===== config.mk =====
export PLATFORM = sky130hd
export DESIGN_NAME = riscv_rf_wb_ctrl
export DESIGN_NICKNAME = d
export VERILOG_FILES = /design/src/rtl/riscv_rf_wb_ctrl.sv
export SDC_FILE = /design/constraint.sdc
export NUM_CORES = 1
export LEC_CHECK = 0
export ABC_AREA = 1
export CAP_MARGIN = 20
export CORE_UTILIZATION = 32
export DETAILED_ROUTE_END_ITERATION = 8
export PLACE_DENSITY = 0.77
export SYNTH_ARGS = -nofsm -noshare
export SYNTH_HDL_FRONTEND = slang
export SYNTH_SLANG_ARGS = --single-unit

===== constraint.sdc =====
create_clock -name clk -period 2.23 [get_ports clk]
set_input_delay 0.223 -clock clk [delete_from_list [all_inputs] [get_ports clk]]
set_output_delay 0.223 -clock clk [all_outputs]
set_load 0.01 [all_outputs]

===== src/rtl/riscv_rf_wb_ctrl.sv =====
// Write-back controller for the register file's single write port.
// Arbitrates wb0 (main pipe) against wb1 (long-latency unit), tracks
// pending long writes in a per-register scoreboard and stalls issue on
// hazards, a full outstanding count or wb1 starvation.
module riscv_rf_wb_ctrl #(
   parameter int MAX_OUTSTANDING = 4,
   parameter int STARVE_LIMIT    = 8
) (
   input  logic        clk,
   input  logic        rstn,
   input  logic        issue_valid,
   input  logic [4:0]  issue_rs1,
   input  logic [4:0]  issue_rs2,
   input  logic [4:0]  issue_rd,
   input  logic        issue_long,
   output logic        issue_stall,
   input  logic        wb0_valid,
   input  logic [4:0]  wb0_rd,
   input  logic [31:0] wb0_data,
   input  logic        wb1_valid,
   input  logic [4:0]  wb1_rd,
   input  logic [31:0] wb1_data,
   output logic        wb1_ready,
   output logic [4:0]  rf_a3,
   output logic [31:0] rf_wd3,
   output logic        rf_we3,
   output logic [31:0] busy
);

   localparam int CW = $clog2(MAX_OUTSTANDING + 1);
   localparam int SW = $clog2(STARVE_LIMIT + 1);
   localparam logic [CW-1:0] CNT_MAX = CW'(MAX_OUTSTANDING);
   localparam logic [SW-1:0] STV_MAX = SW'(STARVE_LIMIT);

   typedef enum logic {ARB_NORMAL, ARB_STARVE} arb_t;

   arb_t          state_q, state_nxt;
   logic [SW-1:0] stv_q, stv_nxt;
   logic [CW-1:0] cnt_q;
   logic [31:0]   busy_q, busy_nxt;
   logic          wb0_gnt, wb1_gnt, denied;
   logic          hazard, full, starve_hold, accept, acc_long, cnt_dec;

   // Reset gates both grants so nothing reaches the register file.
   assign wb0_gnt   = rstn & wb0_valid;
   assign wb1_gnt   = rstn & ~wb0_valid & wb1_valid;
   assign denied    = wb0_valid & wb1_valid;
   assign wb1_ready = wb1_gnt;
   assign busy      = busy_q;

   // Fixed-priority write port mux; rd=0 is a grant without a write.
   always_comb begin
      rf_we3 = 1'b0;
      rf_a3  = '0;
      rf_wd3 = '0;
      if (wb0_gnt) begin
         rf_we3 = |wb0_rd;
         rf_a3  = wb0_rd;
         rf_wd3 = wb0_data;
      end else if (wb1_gnt) begin
         rf_we3 = |wb1_rd;
         rf_a3  = wb1_rd;
         rf_wd3 = wb1_data;
      end
   end

   // Issue hazards use registered busy only: a clearing grant is seen next cycle.
   assign hazard      = busy_q[issue_rs1] | busy_q[issue_rs2] | busy_q[issue_rd];
   assign full        = issue_long & (cnt_q == CNT_MAX);
   assign issue_stall = ~rstn | (issue_valid & (hazard | full | starve_hold));
   assign accept      = issue_valid & ~issue_stall;
   assign acc_long    = accept & issue_long;
   assign cnt_dec     = wb1_gnt & (cnt_q != '0);

   // Scoreboard next value: clear on wb1 grant, set on accepted long issue.
   always_comb begin
      busy_nxt = busy_q;
      if (wb1_gnt)  busy_nxt[wb1_rd]   = 1'b0;
      if (acc_long) busy_nxt[issue_rd] = 1'b1;
      busy_nxt[0] = 1'b0;
   end

   // Scoreboard and outstanding count registers.
   always_ff @(posedge clk) begin
      if (!rstn) begin
         busy_q <= '0;
         cnt_q  <= '0;
      end else begin
         busy_q <= busy_nxt;
         case ({acc_long, cnt_dec})
            2'b10:   cnt_q <= cnt_q + 1'b1;
            2'b01:   cnt_q <= cnt_q - 1'b1;
            default: cnt_q <= cnt_q;
         endcase
      end
   end

   // Arbiter state and starve counter registers.
   always_ff @(posedge clk) begin
      if (!rstn) begin
         state_q <= ARB_NORMAL;
         stv_q   <= '0;
      end else begin
         state_q <= state_nxt;
         stv_q   <= stv_nxt;
      end
   end

   // Next state: count denied wb1 cycles, hold issue once the limit is hit.
   always_comb begin
      state_nxt = state_q;
      stv_nxt   = stv_q;
      case (state_q)
         ARB_NORMAL: begin
            if (denied) begin
               if (stv_q >= STV_MAX - SW'(1)) begin
                  state_nxt = ARB_STARVE;
                  stv_nxt   = STV_MAX;
               end else begin
                  stv_nxt = stv_q + SW'(1);
               end
            end else begin
               stv_nxt = '0;
            end
         end
         ARB_STARVE: begin
            if (wb1_gnt) begin
               state_nxt = ARB_NORMAL;
               stv_nxt   = '0;
            end
         end
         default: begin
            state_nxt = ARB_NORMAL;
            stv_nxt   = '0;
         end
      endcase
   end

   // FSM output: starvation holds issue until wb1 is served.
   always_comb begin
      starve_hold = 1'b0;
      if (state_q == ARB_STARVE) starve_hold = 1'b1;
   end

   // A wb1 completion with nothing outstanding means the long unit misbehaved.
   always_ff @(posedge clk) begin
      if (rstn && wb1_gnt) assert (cnt_q != '0);
   end

endmodule


After elaboration in Yosys (flattened, before gate mapping)
Index checks and enable logic that the tools add are counted.
- $add $sub $neg: 3
- order comparisons: 7
- equality and inequality tests: 4
- multiplexer cells: 28
- bitwise logic cells: 21
- reduce and logical (&&, ||, !) cells: 6
- operators with widths (cell ; count):
    2-to-1 mux 32 bit ; 4
    bitwise AND 32 bit ; 1
    NOT 32 bit ; 1
    bitwise OR 32 bit ; 1
    < comparator 5 x 6 -> 1 bit, second input constant ; 4
    binary-select mux 1 bit (select 5 bit) ; 3
    2-to-1 mux 4 bit ; 3
    2-to-1 mux 1 bit ; 11
    demux 1 bit (select 5 bit) ; 2
    greater-or-equal comparator 5 x 1 -> 1 bit, second input constant ; 2
    2-to-1 mux 5 bit ; 2
    OR reduction 5 bit ; 2
    bitwise AND 1 bit ; 9
    case mux 4 bit (2 select lines) ; 1
    case mux 3 bit (2 select lines) ; 1
    bitwise OR 1 bit ; 5
    adder 4 x 1 -> 4 bit, second input constant ; 1
    greater-or-equal comparator 4 x 3 -> 1 bit, second input constant ; 1
    NOT 1 bit ; 4
    adder 3 x 1 -> 3 bit, second input constant ; 1
    == test 3 bit, second input constant ; 1
    nonzero test 3 bit ; 1
    subtractor 3 x 1 -> 3 bit, second input constant ; 1
    == test 2 x 1 -> 1 bit, second input constant ; 1
    other kinds (5) ; 6
- register bits: 40
- output and inout bits: 72
- logic and storage cells: 74

Longest topological paths before layout
- depth in word-level cells: 13
- gate-level depth with buffers: 22

Worst setup path before layout
OpenSTA, ideal clock, no wires.
- path type: input to register
- start point: input port issue_rs2[0]
- end point: register cnt_q[2]
- library setup time: 122 ps
- data arrival time: 2303 ps
- setup slack: -195 ps
- stages: 19
- path buffers: 3
- cell sequence: buf_2 -> buf_6 -> a21oi_1 -> o21ai_0 -> nand3_1 -> nand3_1 -> nand3b_1 -> nand2_1 -> nand2_1 -> nand2_4 -> buf_6 -> nand3_1 -> ha_1 -> inv_1 -> fa_1 -> a21oi_1 -> o21ai_0 -> o21ai_0 -> a21oi_1
- longest elaborated chain between the ends: 13
- elaborated cells between the ends (all ways): 15
- RTL lines (what ; RTL line ; text):
    start, declared ; 13 ; input logic [4:0] issue_rs2,
    binary-select mux 1 bit (select 5 bit) (*) ; 68 ; assign hazard = busy_q[issue_rs1] | busy_q[issue_rs2] | busy_q[issue_rd];
    2-to-1 mux 1 bit (not written as such) (*) ; 68 ;
    bitwise OR 1 bit (*) (2 in a row) ; 68 ;
    bitwise OR 1 bit (*) (2 in a row) ; 70 ; assign issue_stall = ~rstn | (issue_valid & (hazard | full | starve_hold));
    bitwise AND 1 bit (*) ; 70 ;
    bitwise OR 1 bit (*) ; 70 ;
    NOT 1 bit (*) ; 71 ; assign accept = issue_valid & ~issue_stall;
    bitwise AND 1 bit (*) ; 71 ;
    bitwise AND 1 bit (*) ; 72 ; assign acc_long = accept & issue_long;
    == test 2 x 1 -> 1 bit or == test 2 bit (tied branches) ; 90 ; case ({acc_long, cnt_dec})
    case mux 3 bit (2 select lines) or nonzero test 2 bit (tied branches) ; -- ;
    end signal, assigned ; 91 ; 2'b10: cnt_q <= cnt_q + 1'b1;
    end signal, assigned ; 92 ; 2'b01: cnt_q <= cnt_q - 1'b1;
    end signal, assigned ; 93 ; default: cnt_q <= cnt_q;
    end, declared ; 39 ; logic [CW-1:0] cnt_q;
Mark *: on every way between the ends. The rest lies on a longest branch, timed or not. The select of a mux whose other input is x is not followed.
A chain may end at the register's enable or synchronous reset.

Worst setup path in the final report
- start point: register busy_q[5] (netlist: busy[5])
- end point: register cnt_q[2]
- longest elaborated chain between the ends: 13
- elaborated cells between the ends (all ways): 19
- RTL lines (what ; RTL line ; text):
    start, declared ; 40 ; logic [31:0] busy_q, busy_nxt;
    start signal, assigned ; 89 ; busy_q <= busy_nxt;
    binary-select mux 1 bit (select 5 bit) ; 68 ;
    2-to-1 mux 1 bit (not written as such) ; 68 ;
    bitwise OR 1 bit ; 68 ;
    bitwise OR 1 bit (*) ; 68 ;
    bitwise OR 1 bit (*) (2 in a row) ; 70 ;
    bitwise AND 1 bit (*) ; 70 ;
    bitwise OR 1 bit (*) ; 70 ;
    NOT 1 bit (*) ; 71 ;
    bitwise AND 1 bit (*) ; 71 ;
    bitwise AND 1 bit (*) ; 72 ;
    == test 2 x 1 -> 1 bit or == test 2 bit (tied branches) ; 90 ;
    case mux 3 bit (2 select lines) or nonzero test 2 bit (tied branches) ; -- ;
Marks and branches as above.

==> metrics.md <==
| Metric | Value |
|---|---|
| RSZ-0062 raised after global routing | yes |
| Pre-CTS setup slack | -0.647 ns |
| Leak Pwr | 3.05 nW |
| CTS clk-pin slew, worst paths | 0.08 ns |
| H-tree levels | 2 |
| Root buffer cell | clkbuf_8 |
| Internal reg-to-reg setup slack | -0.01 ns |
| # setup viols final | 1 |
| Vias in the first global route | 4768 |
| Diodes inserted | 0 |
| Max cap viols | 0 |
| Crit path buffers/inverters | 2 |
| Final nets | 886 |
| Failing checks | negative setup slack |
| Syn Area/Cell | 5.97 um^2 |
| DRC | 0 |
| Seq cells post-synth | 39 |
| Via count | 4996 |
| Layout Skew | 0.00834 ns |
| Final WS setup | -0.0116 ns |
| Clock latency at the later pin of the worst-skew pair | 0.30 ns |
| Die W | 105 um |
| Worst Reg-to-Reg Cells | 20 |
| Status | finished, violations left |
| # IOs | 167 |
| First-pass GRT wire length | 23.4 mm |
| Initial antenna violation count | 0 |
| Maximum vdd drop | 0.414 mV |
| Core Region | 10300 um^2 |
| CTS max path bufs | 2 |
| CP Depth | 20 |
| Hold_buf cts | 0 |
| Final period util | 101% |
| Multi-input gate area | 2270 um^2 |
| Die height | 105 um |
| Distinct cells, synth | 28 |
| 1st-iter DRT viols | 509 |
| DP HPWL | 11.8 mm |
| Pwr Density | 331 nW/um^2 |
| Synthesized Nets | 665 |
| Crit path capture type | flop |
| TritonCTS clock tree | yes |
| CTS Sinks | 39 |
| DR vias/cell | 5.40 |
| HP Start | stv_q[3] |
| Final Max Tran Viols | 0 |
| Period minus WS final | 2.24 ns |
| CP Class | flop to flop |
| Critical Path Fanout Max | 3 |
| Crit path max-delay family | simple AND/OR/NAND/NOR gates |
| CP Capture Point | cnt_q[2] |
| Cell Chain, Critical Path | buf_6, nand2_2, o21ai_1, nand2_1, nand2_1, nand2_1, nand2_1, nor2_1, nand3_1, nor2_1, nand2_2, nand2_4, nand3_4, ha_4, inv_4, fa_2, a21oi_2, o21ai_2, o21ai_1, a21oi_1 |
| Synth Cell Area | 3380 um^2 |
| Crit path top cell by count | nand2_1 |
| DRT antenna net count | 0 |
| PortBufs | 165 |
| Crit start category | flop |
| Worst Path Required | 2.43 ns |
| Routed WL | 15.0 mm |
| R2R Path End | cnt_q[2] |
| Routed length per instance | 16.2 um |
| Initial Util | 32.9% |
| Post-synthesis sequential area ratio | 23.1% |
| Slowest Stage Delay on Critical Path | 0.37 ns |
| Area Overhead vs Synth | 81.3% |
| Row cnt | 37 |
| TritonCTS buffer count | 5 |
| Gpl congestion | 0.959 |
| Final Hold Viols | 0 |
| Critical Path Source | busy[5] |
| Die ar. | 11000 um^2 |
| Worst r2r src | busy[5] |
| Hold WC Path Type | flop to flop |
| GRT Util Overall | 26.3% |
| Final core utilization | 59.7% |
| Share of layout cells above drive strength 1 | 20.3% |
| Sequential cell area | 826 um^2 |
| Syn Inst Count | 567 |
| Max Fclk | 0.446 GHz |
| Grt total ovfl | 0 |
| DRT Pass-1 Iters | 5 |
| WP data arrival | 2.44 ns |
| CP max stage cell | dfxtp_2 |
| Syn. warnings | 0 |
| Largest net degree at the start of global routing | 38 |
| Fill cell count | 961 |
cell type report:
| class | count | area share, % |
|---|---|---|
| clock buffer | 6 | 1.35 |
| clock inverter | 2 | 0.571 |
| inverter | 76 | 4.77 |
| multi-input combinational | 419 | 36.9 |
| sequential | 39 | 13.5 |
| tap | 136 | 2.77 |
| timing repair buffer | 247 | 40.1 |
flip-flops by register name, summed over array words and instances, names as in the netlist:
signal   flops
busy        31
stv_q        4
cnt_q        3
state_q      1
worst reg2reg max path, stage by stage (launching register included):
cell and delay, ns:
dfxtp_2 0.37, buf_6 0.11, nand2_2 0.03, o21ai_1 0.06, nand2_1 0.06, nand2_1 0.06, nand2_1 0.05, nand2_1 0.06
nor2_1 0.04, nand3_1 0.09, nor2_1 0.05, nand2_2 0.11, nand2_4 0.07, nand3_4 0.07, ha_4 0.14, inv_4 0.03
fa_2 0.35, a21oi_2 0.14, o21ai_2 0.07, o21ai_1 0.13, a21oi_1 0.05
worst min-delay path by stage:
stage	end	slack, ns	depth (start not counted)
global placement	stv_q[3]	0.45	2
floorplan	busy[28]	0.43	3
finish	stv_q[3]	0.48	2
CTS	stv_q[3]	0.47	2
global route	cnt_q[0]	0.51	1
detailed placement	stv_q[3]	0.46	2
synthesized netlist by cell type:
cell      number  area (um^2)
buf_4          2         15.0
conb_1         1         3.75
fa_1           1         20.0
dfxtp_1       39          781
a22o_1        33          289
inv_1         73          274
a31oi_1        1         6.26
o22ai_1        4         25.0
nand2_1      114          428
ha_1           2         25.0
inv_2          1         3.75
a21oi_1       56          280
buf_2          4         20.0
a211oi_1       1         7.51
clkbuf_1      13         48.8
buf_1          5         18.8
clkinv_1       2         7.51
nand3b_1       1         7.51
nor2_1        47          176
nor3_1         8         40.0
o21ai_0       60          300
nand3_1       48          240
buf_6          9          101
o21ai_1        5         25.0
nand2_2        1         6.26
nand4_1       33          206
nand2_4        1         11.3
o211ai_1       2         15.0
cell usage in the layout (no fill, tap or decap), drive strengths merged, types with 2 or more instances in the layout:
cell	count
dfxtp	39
nor3	8
dlygate4sd2	5
clkinv	3
o21ai	65
a22o	33
clkdlybuf4s50	116
ha	2
nand3	48
dlymetal6s2s	38
nand4	33
o22ai	4
inv	73
o211ai	2
a21oi	56
nand2	116
buf	82
nor2	47
clkbuf	10
through the flow:
stage / hold WS [ns] / power [mW] / instance area (um^2) / instances / TNS [ns]
after floorplan: 0.434 / 1.02 / 3440 / 567 / -0.00940
after global placement: 0.453 / 1.38 / 5670 / 911 / -8.22
after detailed placement: 0.460 / 1.39 / 5670 / 911 / -8.53
after CTS: 0.471 / 2.03 / 5950 / 922 / 0
after global routing: 0.507 / 2.12 / 6130 / 925 / -0.218
final: 0.482 / 2.03 / 6130 / 925 / -0.0116
power by group:
part	total, mW	switching [mW]	internal, mW
Sequential	0.703	0.00653	0.696
Combinational	0.700	0.339	0.361
Clock	0.630	0.268	0.362
Total	2.03	0.613	1.42
kinds of logic (layout without fill, tap and decap cells):
kind of cell               count (synthesis)  after routing  share of synthesized area [%]
other                                      1              1                          0.111
adders and majority gates                  3              3                           1.33
AOI/OAI and AO/OA                        162            162                           28.0
DFF                                       39             39                           23.1
and+or+nand+nor                          253            253                           33.0
buffers and inverters                    109            331                           14.5
metal layers:
layer	routed length, um	up-vias	track usage, %
met2	7510	284	47.5
met4	259	0	8.05
met3	1240	22	3.43
met1	5940	2312	32.3
li1	-	2378	-
met5	0	-	0
timing repair:
action,CTS,global route
setup endpoints to repair,5,5
setup buffers,1,2
resized for setup,66,77
cloned,2,1
endpoints found under the hold margin,0,0
pin swaps,10,7
Note: power is estimated with default switching activity, not from simulation.
